**config.mk**
```make
export PLATFORM = sky130hd
export DESIGN_NAME = adc_spi_responder
export DESIGN_NICKNAME = d
export VERILOG_FILES = /design/src/rtl/adc_spi_responder.sv
export SDC_FILE = /design/constraint.sdc
export NUM_CORES = 1
export LEC_CHECK = 0
export CORE_MARGIN = 2
export CORE_UTILIZATION = 35
export CTS_CLUSTER_DIAMETER = 80
export CTS_CLUSTER_SIZE = 40
export DETAILED_ROUTE_END_ITERATION = 10
export GPL_TIMING_DRIVEN = 0
export SLEW_MARGIN = 20
export SYNTH_ARGS = -nofsm -noshare
export SYNTH_HDL_FRONTEND = slang
export SYNTH_SLANG_ARGS = --single-unit
```
**constraint.sdc**
```tcl
create_clock -name clk -period 2.6 [get_ports clk]
set_clock_uncertainty 0.05 [all_clocks]
set_input_delay 0.52 -clock clk [delete_from_list [all_inputs] [get_ports clk]]
set_output_delay 0.52 -clock clk [all_outputs]
set_load 0.02 [all_outputs]
```
**src/rtl/adc_spi_responder.sv**
```systemverilog
// -----------------------------------------------------------------------------
// adc_spi_responder
//
// Emulates the serial side of a simple SPI ADC. A sample is placed in a
// one-entry holding register through a valid/ready handshake. When the master
// pulls adc_cs low, the block serves one frame on adc_so: LEAD_ZEROS zero bits
// followed by the DATA_WIDTH sample bits, MSB first. Each adc_clk falling edge
// advances the frame by one bit. If no fresh sample is held when a frame
// starts, the last served sample is repeated and underrun pulses.
//
// Ports
//   clk           system clock, all logic on its rising edge
//   reset         synchronous, active-high reset
//   sample_data   sample to be served (DATA_WIDTH bits)
//   sample_valid  sample_data is valid
//   sample_ready  holding register is empty
//   adc_cs        chip select from master, active low, asynchronous to clk
//   adc_clk       serial clock from master, asynchronous to clk
//   adc_so        serial data to master (registered)
//   frame_done    one-cycle pulse when a full frame has been sent
//   frame_abort   one-cycle pulse when CS rises mid-frame
//   underrun      one-cycle pulse when a frame starts with no new sample
// -----------------------------------------------------------------------------
module adc_spi_responder #(
  parameter int LEAD_ZEROS = 4,
  parameter int DATA_WIDTH = 12
) (
  input  logic                  clk,
  input  logic                  reset,
  input  logic [DATA_WIDTH-1:0] sample_data,
  input  logic                  sample_valid,
  output logic                  sample_ready,
  input  logic                  adc_cs,
  input  logic                  adc_clk,
  output logic                  adc_so,
  output logic                  frame_done,
  output logic                  frame_abort,
  output logic                  underrun
);

  localparam int FRAME_BITS = LEAD_ZEROS + DATA_WIDTH;
  localparam int CNT_W      = $clog2(FRAME_BITS) + 1;

  localparam logic [CNT_W-1:0] CNT_ONE  = CNT_W'(1);
  localparam logic [CNT_W-1:0] CNT_LAST = CNT_W'(FRAME_BITS);

  typedef enum logic [1:0] {
    ST_IDLE    = 2'd0,
    ST_SHIFT   = 2'd1,
    ST_WAIT_CS = 2'd2
  } state_t;

  // Synchronizers: stage 1, stage 2, and a third copy used for edge detection.
  logic cs_sync1_r, cs_sync2_r, cs_sync3_r;
  logic sclk_sync1_r, sclk_sync2_r, sclk_sync3_r;

  // Arming: after reset, a frame may only start from a CS fall that follows
  // a genuinely observed CS-high level. Without this, a reset taken while CS
  // is held low would look like a fresh falling edge once the synchronizer
  // (preset to 1) flushes.
  logic [1:0] settle_cnt_r;
  logic       armed_r;

  logic cs_fall_s;
  logic cs_rise_s;
  logic sclk_fall_s;

  state_t                  state_r;
  logic                    hold_valid_r;
  logic [DATA_WIDTH-1:0]   hold_data_r;
  logic [DATA_WIDTH-1:0]   last_data_r;
  logic [FRAME_BITS-1:0]   shifter_r;
  logic [CNT_W-1:0]        bit_cnt_r;
  logic                    adc_so_r;
  logic                    frame_done_r;
  logic                    frame_abort_r;
  logic                    underrun_r;
  logic [FRAME_BITS-1:0]   load_word_s;
  logic [CNT_W-1:0]        bit_cnt_inc_s;

  // Double-flop synchronizers plus a delayed copy for edge detection.
  always_ff @(posedge clk) begin
    if (reset) begin
      cs_sync1_r   <= 1'b1;
      cs_sync2_r   <= 1'b1;
      cs_sync3_r   <= 1'b1;
      sclk_sync1_r <= 1'b1;
      sclk_sync2_r <= 1'b1;
      sclk_sync3_r <= 1'b1;
    end else begin
      cs_sync1_r   <= adc_cs;
      cs_sync2_r   <= cs_sync1_r;
      cs_sync3_r   <= cs_sync2_r;
      sclk_sync1_r <= adc_clk;
      sclk_sync2_r <= sclk_sync1_r;
      sclk_sync3_r <= sclk_sync2_r;
    end
  end

  // Arm frame starts once the synchronizer has flushed and CS is seen high.
  always_ff @(posedge clk) begin
    if (reset) begin
      settle_cnt_r <= 2'd0;
      armed_r      <= 1'b0;
    end else begin
      if (settle_cnt_r != 2'd3) begin
        settle_cnt_r <= settle_cnt_r + 2'd1;
      end else begin
        settle_cnt_r <= settle_cnt_r;
      end
      if ((settle_cnt_r == 2'd3) && cs_sync2_r) begin
        armed_r <= 1'b1;
      end else begin
        armed_r <= armed_r;
      end
    end
  end

  assign cs_fall_s   = cs_sync3_r & ~cs_sync2_r;
  assign cs_rise_s   = ~cs_sync3_r & cs_sync2_r;
  assign sclk_fall_s = sclk_sync3_r & ~sclk_sync2_r;

  assign bit_cnt_inc_s = bit_cnt_r + CNT_ONE;

  // Frame word: fresh sample if one is held, otherwise repeat the last one.
  always_comb begin
    load_word_s = {FRAME_BITS{1'b0}};
    if (hold_valid_r) begin
      load_word_s = {{LEAD_ZEROS{1'b0}}, hold_data_r};
    end else begin
      load_word_s = {{LEAD_ZEROS{1'b0}}, last_data_r};
    end
  end

  // Holding register, frame state machine, shifter and registered outputs.
  always_ff @(posedge clk) begin
    if (reset) begin
      state_r       <= ST_IDLE;
      hold_valid_r  <= 1'b0;
      hold_data_r   <= {DATA_WIDTH{1'b0}};
      last_data_r   <= {DATA_WIDTH{1'b0}};
      shifter_r     <= {FRAME_BITS{1'b0}};
      bit_cnt_r     <= {CNT_W{1'b0}};
      adc_so_r      <= 1'b0;
      frame_done_r  <= 1'b0;
      frame_abort_r <= 1'b0;
      underrun_r    <= 1'b0;
    end else begin
      frame_done_r  <= 1'b0;
      frame_abort_r <= 1'b0;
      underrun_r    <= 1'b0;

      // Accept only into an empty holding register; the frame-start clear
      // below only fires when it is full, so the two never collide.
      if (sample_valid && !hold_valid_r) begin
        hold_valid_r <= 1'b1;
        hold_data_r  <= sample_data;
      end else begin
        hold_data_r  <= hold_data_r;
      end

      case (state_r)
        ST_IDLE: begin
          adc_so_r <= 1'b0;
          if (cs_fall_s && armed_r) begin
            state_r   <= ST_SHIFT;
            shifter_r <= load_word_s;
            bit_cnt_r <= {CNT_W{1'b0}};
            adc_so_r  <= load_word_s[FRAME_BITS-1];
            if (hold_valid_r) begin
              last_data_r  <= hold_data_r;
              hold_valid_r <= 1'b0;
            end else begin
              underrun_r <= 1'b1;
            end
          end else begin
            state_r <= ST_IDLE;
          end
        end

        ST_SHIFT: begin
          if (cs_rise_s) begin
            // Master gave up mid-frame; the sample stays only in last_data.
            frame_abort_r <= 1'b1;
            adc_so_r      <= 1'b0;
            state_r       <= ST_IDLE;
          end else if (sclk_fall_s) begin
            shifter_r <= {shifter_r[FRAME_BITS-2:0], 1'b0};
            bit_cnt_r <= bit_cnt_inc_s;
            if (bit_cnt_inc_s == CNT_LAST) begin
              frame_done_r <= 1'b1;
              adc_so_r     <= 1'b0;
              state_r      <= ST_WAIT_CS;
            end else begin
              adc_so_r <= shifter_r[FRAME_BITS-2];
            end
          end else begin
            adc_so_r <= shifter_r[FRAME_BITS-1];
          end
        end

        ST_WAIT_CS: begin
          adc_so_r <= 1'b0;
          if (cs_rise_s) begin
            state_r <= ST_IDLE;
          end else begin
            state_r <= ST_WAIT_CS;
          end
        end

        default: begin
          adc_so_r <= 1'b0;
          state_r  <= ST_IDLE;
        end
      endcase
    end
  end

  assign sample_ready = ~hold_valid_r;
  assign adc_so       = adc_so_r;
  assign frame_done   = frame_done_r;
  assign frame_abort  = frame_abort_r;
  assign underrun     = underrun_r;

endmodule

```
Word level (Yosys, flattened, before mapping)
Index checks and enable logic that the tools add are counted.

Logic and storage cells: 80. Memories kept: 0. Memory bits (read-only): 0. Bits in writable memories: 0. Bits in latches: 0. Flip-flop bits (word level): 61. Bits of input ports: 17. Output and inout bits: 5.

Div/mod/pow operators: 0. $lt $le $gt $ge: 0. Multiply operators: 0. Add/subtract/negate cells: 2. Mux-type cells: 27. Shift-type cells: 0. Reductions and logical operators: 12. Bitwise operators: 11. Equal/unequal tests: 10.

Operators with widths (number): $mux 16 (3); $pmux 16 s2 (1); $mux 5 (3); $mux 1 (12); $mux 12 (1); $pmux 5 s2 (1); $mux 2 (4); $ne 2x2->1 const B (4); $not 1->1 (8); $ne 3x3->1 const B (2); $pmux 2 s3 (1); $add 5x1->5 const B (1); $eq 5x5->1 const B (1); $eq 2x2->1 const B (2); $reduce_and 4->1 (1); $reduce_or 4->1 (1); $and 1x1->1 (3); $logic_and 1x1->1 (3); $reduce_and 3->1 (1); $reduce_or 3->1 (1); $add 2x1->2 const B (1); $eq 2x1->1 const B (1); $logic_not 2->1 (1); $pmux 1 s2 (1); other kinds (4) (4).

Logic depth before layout (Yosys ltp)
Gate-level depths: netlist of run 1.

Depth in word-level cells: 6. Depth in mapped cells: 9. Mapped depth without buffers: 6.

Least setup slack after synthesis of run 1
Ideal clock, no wire load.

Path type: register to register. Start point: register state_r[1]. End point: register bit_cnt_r[4]. Cell stages (with the launch flop): 8. Slack: 0.965 ns. Library setup time: 0.074 ns. Clock period less this slack: 1.635 ns. Arrival: 1.511 ns. Required time: 2.476 ns. Buffers on the path: 1. Path through: dfxtp_1 -> inv_1 -> ha_1 -> buf_6 -> inv_4 -> o21a_4 -> or4_1 -> a31oi_1.

Word-level cells in the longest chain between the ends: 3. Elaborated cells between the ends (all ways): 8. Those cells by class: eq/ne: 4; mux: 1; reduce/logical: 3.

Ends and longest elaborated chain: start, declared (line 68) `state_t state_r;`; start signal, assigned (line 138) `state_r <= ST_IDLE;`; start signal, assigned (line 166) `state_r <= ST_SHIFT;`; start signal, assigned (line 177) `state_r <= ST_IDLE;`; $eq 2x1->1 or $logic_not 2->1 (tied branches) (line 162) `case (state_r)`; $ne 2x2->1 (no line) or $reduce_bool 2->1 (tied branches); $reduce_and 4->1 (no line); end signal, assigned (line 143) `bit_cnt_r <= {CNT_W{1'b0}};`; end signal, assigned (line 168) `bit_cnt_r <= {CNT_W{1'b0}};`; end signal, assigned (line 189) `bit_cnt_r <= bit_cnt_inc_s;`; end, declared (line 73) `logic [CNT_W-1:0] bit_cnt_r;`.

Several ways; a longest one is shown, not always the timed one. A chain may end at the register's enable or synchronous reset.

Final worst setup path of run 1
Start point: register hold_valid_r. End point: output port sample_ready.

Word-level cells in the longest chain between the ends: 1.

Ends and longest elaborated chain: start, declared (line 69) `logic hold_valid_r;`; start signal, assigned (line 139) `hold_valid_r <= 1'b0;`; start signal, assigned (line 156) `hold_valid_r <= 1'b1;`; start signal, assigned (line 172) `hold_valid_r <= 1'b0;`; $not 1->1 (line 219) `assign sample_ready = ~hold_valid_r;`; end, declared (line 32) `output logic sample_ready,`.

No other way between the ends.

==> results of run 1 <==
## flip-flops by register name, summed over array words and instances, names as in the netlist, 2 cells and up
| register | count |
|---|---|
| bit_cnt_r | 5 |
| hold_data_r | 12 |
| last_data_r | 12 |
| settle_cnt_r | 2 |
| shifter_r | 16 |
| state_r | 2 |
## cell type report
type | count | area, µm²
Fill cell | 773 | 4140
Sequential cell | 61 | 1220
Timing Repair Buffer | 20 | 200
Tap cell | 99 | 124
Inverter | 4 | 17.5
Clock inverter | 4 | 50.0
Multi-Input combinational cell | 217 | 1290
Clock buffer | 11 | 131
Buffer | 26 | 121
## worst max-delay path: cells and delay by family, from the launching register on
kind     cells  cell delay, ns
buf+inv      3            0.94
flops        1            0.35
## stage by stage
stage	area, µm²	worst slack [ns]	std cells
final	3160	0.407	442
after global routing	3160	0.309	442
after CTS	3160	0.385	442
after detailed placement	2980	0.599	427
after global placement	2980	0.587	427
after floorplan	2650	0.965	308
## layer usage
| metal | global-route usage | vias to the layer above | share of wire |
|---|---|---|---|
| met1 | 0.206 | 1011 | 0.50 |
| met5 | 0 | - | 0 |
| li1 | - | 1162 | - |
| met2 | 0.221 | 45 | 0.43 |
| met4 | 0.0619 | 0 | 0.017 |
| met3 | 0.0382 | 10 | 0.046 |
## cells in the final DEF (no fill, tap or decap), drive strengths merged, types with 7 or more instances in the layout
master / n
nand2: 52
clkdlybuf4s50: 20
a21oi: 45
buf: 12
o2111ai: 11
clkbuf: 25
o21ai: 23
nand4: 7
mux2i: 14
dfxtp: 61
nand3: 15
## logic make-up after synthesis
| group | count (synthesis) |
|---|---|
| and+or+nand+nor | 109 |
| AOI/OAI and AO/OA | 86 |
| DFF | 61 |
| buffers and inverters | 30 |
| muxes | 16 |
| adders and majority gates | 5 |
| xor gates and xnor gates | 1 |
## worst min path at each step
| stage | endpoint | slack, ns | cells past startpoint |
|---|---|---|---|
| 6_report | sclk_sync2_r$_SDFF_PP1_ | 0.36 | 1 |
| 2_1_floorplan | cs_sync2_r$_SDFF_PP1_ | 0.34 | 1 |
| 5_1_grt | sclk_sync2_r$_SDFF_PP1_ | 0.38 | 1 |
| 4_1_cts | sclk_sync2_r$_SDFF_PP1_ | 0.36 | 1 |
| 3_3_place_gp | sclk_sync2_r$_SDFF_PP1_ | 0.34 | 1 |
| 3_5_place_dp | sclk_sync2_r$_SDFF_PP1_ | 0.35 | 1 |
## report_power, final
| part | leakage (nW) | internal, W | switching, W |
|---|---|---|---|
| Combinational | 0.542 | 0.0000615 | 0.0000747 |
| Sequential | 0.495 | 0.000959 | 0.0000177 |
| Clock | 0.0854 | 0.000436 | 0.000366 |
| Total | 1.12 | 0.00146 | 0.000459 |
==> reports/metrics.cfg, run 1 <==
[status]
outcome = completed

[setup_path]
r2r_slack_ns = 0.66
worst_path_max_delay_cell = clkdlybuf4s50_1
r2r-start = state_r[0]$_SDFFE_PP0P_
worst-setup-path-type = register to output pin
crit_path_end = sample_ready
worst_setup_path_end_kind = output pin
worstReg2RegEnd = shifter_r[13]$_SDFFE_PP0P_
worstPathArrival_ns = 1.62
rr_worst_depth = 7
worstPathRequired_ns = 2.03
setup.worst_path.start_class = register
cp_max_fo = 10
startpoint = hold_valid_r$_SDFF_PP0_
crit_chain = buf_2 -> inv_1 -> clkdlybuf4s50_1
cp_slowest_stage_delay_ns = 0.55

[synthesis]
synth.distinct_cells = 38
synthAdderAreaFrac = 0.0236
ys.flop_type = dfxtp_1
synth-seq-area-share = 0.461
synth_edf_count = 0
yosysTopAreaCell = dfxtp_1
synth_area_um2 = 2650
syn-instance-count = 308
yosysMostFrequentCell = dfxtp_1
synth_common_cells = dfxtp_1, nand2_1, a21oi_1
synth_top_family_by_area = simple AND/OR/NAND/NOR gates
async_flop_share = 0
synth.mux.area_fraction = 0.0613
synth_top_area_share = 0.461
synth-compound-area-share = 0.193
syn-mean-instance-area_um2 = 8.61
ys_warn_count = 0
synth_seq_cells = 61
synth_nets = 330
yosys.area_share.simple = 0.205
synth_xor_xnor_area_share = 0.00330
synth_area_leaders = dfxtp_1, a21oi_1, nand2_1

[routing]
drtIter0Drc = 121
totalWireLength_um = 5860
wl_per_cell_um = 13.3
drc = 0
vias = 2228
viasPerCell = 5.04
drt_pass1_iterations = 4
ant_nets = 0

[placed_design]
numPortBuffers = 20
dp_hpwl_um = 4130
gp_congestion = 0.772

[timing]
final.setup.tns_ns = 0
period_minus_slack_ns = 2.19
fin_hold_ws_ns = 0.362
rsz0062_at_grt = no
slew-limit-headroom = 0.635
slew_viol_final = 0
finalCritPeriodShare = 0.843
worstMarginPinSlew_ns = 0.548
hold_viol = 0
finalSetupViolCount = 0
fmax_mhz = 456

[clock_tree]
hold_buffers = 0
postCtsSetupBuffers = 0
clk_latency_ns = 0.34
cts_resized = 0
clkTransAtPathRegs_ns = 0.07
clock-sinks = 61
cts_made_buffers = 9
cts-htree-levels = 3
cts_root_buffer = clkbuf_8
cts_tree = done
clk_path_buf_depth = 2

[global_route]
grt_pass1_vias = 2073
gr-total-overflow = 0
gr-usage-all-layers = 0.149
antenna_found_initial = 0
grt_pass1_wl_um = 9960
grt_max_degree = 11

[layout]
diodes = 0
finish.utilization = 0.433
post_route_cells_drive_above_1_share = 0.111
final_net_count = 361
synthToLayoutAreaGrowth_pct = 19.1

[die]
die_y_um = 91.0
start_util = 0.364
pin_count = 22
die_w_um = 91.0
core_um2 = 7290
rows = 31
dieArea_um2 = 8290

[pwr]
pwr_density_cell_nw_per_um2 = 607
p_leak_nw = 1.12
irDropWorstVdd_uv = 281
p_total_w = 0.00192

[min_path]
min-delay-start = sclk_sync1_r$_SDFF_PP1_
hold_path_class = register to register

[flow_run]
timing.max_cap.violations = 0

(Power assumes the default switching activity.)
==> run 2: changes to the inputs <==
==> constraint.sdc (replaced) <==
create_clock -name clk -period 2.2 [get_ports clk]
set_clock_uncertainty 0.05 [all_clocks]
set_input_delay 0.44 -clock clk [delete_from_list [all_inputs] [get_ports clk]]
set_output_delay 0.44 -clock clk [all_outputs]
set_load 0.02 [all_outputs]
==> run 2 against run 1 <==
Compared with the run above:
- wire length rose by 0.38%
- die area stayed put
- non-clock buffer count unchanged
- first-iteration DRC count up 3.3%
- final cell count is the same
- via count shrank 0.13%
- worst setup slack lost 0.28 ns
- count of clock-buffer cells in the layout did not move
- clock power up 18%
- critical path type unchanged
- largest power group unchanged
==> reports/metrics.cfg, run 2 (same netlist as run 1, synthesis figures left out) <==
[status]
outcome = completed  ; unchanged

[routing]
drt_pass1_iterations = 4  ; unchanged
totalWireLength_um = 5880  ; was 5860 µm
vias = 2225  ; was 2228
drc = 0  ; unchanged
wl_per_cell_um = 13.3  ; about the same
drtIter0Drc = 125  ; was 121
ant_nets = 0  ; unchanged
viasPerCell = 5.03  ; was 5.04

[layout]
final_common_cell = dfxtp_1  ; unchanged
n_fill_cell = 772  ; was 773
instances_no_fill = 442  ; unchanged
synthToLayoutAreaGrowth_pct = 19.2  ; was 19.1%
top_register = shifter_r  ; unchanged
final_net_count = 361  ; unchanged
reg.largest.list = shifter_r x16, hold_data_r x12, last_data_r x12  ; unchanged
post_route_cells_drive_above_1_share = 0.111  ; unchanged
most-common-layout-cells = dfxtp_1, nand2_1, a21oi_1  ; unchanged
diodes = 0  ; unchanged
largest_reg_flops = 16  ; unchanged

[timing]
hold_viol = 0  ; unchanged
rsz0062_at_grt = no  ; unchanged
final.setup.tns_ns = 0  ; unchanged
worstMarginPinSlew_ns = 0.559  ; was 0.548 ns
slew-limit-headroom = 0.628  ; was 0.635
fin_ws_ns = 0.132  ; was 0.407 ns
period_minus_slack_ns = 2.07
fin_hold_ws_ns = 0.362  ; about the same
finalSetupViolCount = 0  ; unchanged
finalCritPeriodShare = 0.940
slew_viol_final = 0  ; unchanged
fmax_mhz = 483

[placed_design]
dp_slack_ns = 0.276  ; was 0.599 ns
place_inst = 427  ; unchanged
gp_congestion = 0.772  ; unchanged
dp_hpwl_um = 4130  ; unchanged
numPortBuffers = 20  ; unchanged

[clock_tree]
cts-htree-levels = 3  ; unchanged
cts_made_buffers = 9  ; unchanged
hold_buffers = 0  ; unchanged
clk_path_buf_depth = 2  ; unchanged
clock-sinks = 61  ; unchanged
cts_root_buffer = clkbuf_8  ; unchanged
cts_tree = done  ; unchanged
clk_latency_ns = 0.34  ; about the same
clkTransAtPathRegs_ns = 0.07  ; about the same

[pwr]
p_leak_nw = 1.12  ; about the same
p_comb_frac = 0.071  ; about the same
pwr_density_cell_nw_per_um2 = 717  ; was 607 nW/µm²
swShare = 0.240  ; was 0.239
irDropWorstVdd_uv = 332  ; was 281 µV
intPower_w = 0.00172  ; was 0.00146 W
sequentialPowerShare = 0.510  ; about the same
pwr-share-clk = 0.419  ; about the same
power_switching_w = 0.000543  ; was 0.000459 W

[die]
rows = 31  ; unchanged
die_y_um = 91.0  ; unchanged
core_um2 = 7290  ; unchanged
die_w_um = 91.0  ; unchanged
pin_count = 22  ; unchanged
start_util = 0.364  ; unchanged
dieArea_um2 = 8290  ; unchanged

[flow_run]
timing.max_cap.violations = 0  ; unchanged

[global_route]
grt_busiest_layer = met2  ; unchanged
grt_max_degree = 11  ; unchanged
gr-usage-all-layers = 0.149  ; unchanged
met3_usage = 0.0382  ; unchanged
antenna_found_initial = 0  ; unchanged
grt_use_met2 = 0.221  ; unchanged
grt_pass1_vias = 2073  ; unchanged
grt_pass1_wl_um = 9960  ; unchanged
gr-total-overflow = 0  ; unchanged
met1_usage = 0.206  ; unchanged

[setup_path]
worstPathRequired_ns = 1.71  ; was 2.03 ns
cp_max_fo = 10  ; unchanged
worstPathArrival_ns = 1.58  ; was 1.62 ns
setup.worst_path.start_class = register  ; unchanged
worst-setup-path-type = register to output pin  ; unchanged
worst_setup_path_end_kind = output pin  ; unchanged

[min_path]
hold_path_class = register to register  ; unchanged

## run 2: changes by cell type in the layout (fill, tap and decap cells not counted)
cell / previous run / this run
buf_2: 10 / 9
clkbuf_4: 0 / 1
## run 2: path summary, 6_finish.rpt
| path | slack [ns] | startpoint | cells past startpoint | to |
|---|---|---|---|---|
| hold reg to reg | 0.36 | sclk_sync1_r$_SDFF_PP1_ | 1 | sclk_sync2_r$_SDFF_PP1_ |
| setup reg to reg | 0.26 | state_r[0]$_SDFFE_PP0P_ | 7 | shifter_r[13]$_SDFFE_PP0P_ |
| setup / recovery | 0.13 | hold_valid_r$_SDFF_PP0_ | 3 | sample_ready |
| hold / removal | 0.36 | sclk_sync1_r$_SDFF_PP1_ | 1 | sclk_sync2_r$_SDFF_PP1_ |
## run 2: final cells by class
class,instances,area [µm²],area share
multi-input cells,217,1290,0.409
flip-flops and latches,61,1220,0.387
repair buffers,20,200,0.0634
clock buffers,11,131,0.0416
plain buffers,26,124,0.0392
well taps,99,124,0.0392
clock inverters,4,50.0,0.0158
inverters,4,17.5,0.00554
## run 2: power by group through the flow
stage               clock network (W)  registers (W)  logic, W
floorplan                           0        0.00117  0.000104
detailed placement                  0        0.00118  0.000163
global route                  0.00102        0.00116  0.000179
CTS                          0.000975        0.00115  0.000163
finish                       0.000949        0.00115  0.000162
global placement                    0        0.00118  0.000161
## run 2: stage by stage
| stage | total power, W | utilization | instance area, µm² |
|---|---|---|---|
| after floorplan | 0.00128 | - | 2650 |
| after global placement | 0.00134 | 0.408 | 2980 |
| after detailed placement | 0.00134 | 0.408 | 2980 |
| after CTS | 0.00229 | 0.433 | 3160 |
| after global routing | 0.00235 | 0.433 | 3160 |
| final | 0.00226 | 0.433 | 3160 |
## run 2: critical path, stage by stage (launching register included)
cell and delay [ns]:
dfxtp_1 0.32, clkbuf_4 0.21, inv_1 0.10, clkdlybuf4s50_1 0.60
## run 2: timing repair
item / in CTS / in global routing
endpoints found under the setup margin: 0 / 1
gates resized for setup: 0 / 1
buffers inserted: 0 / 0
## run 2: layer usage
layer	routed length, µm	part of all wire	vias to the layer above
li1	-	-	1163
met1	3000	0.51	1012
met2	2550	0.43	41
met3	238	0.040	9
met4	95	0.016	0
met5	0	0	-
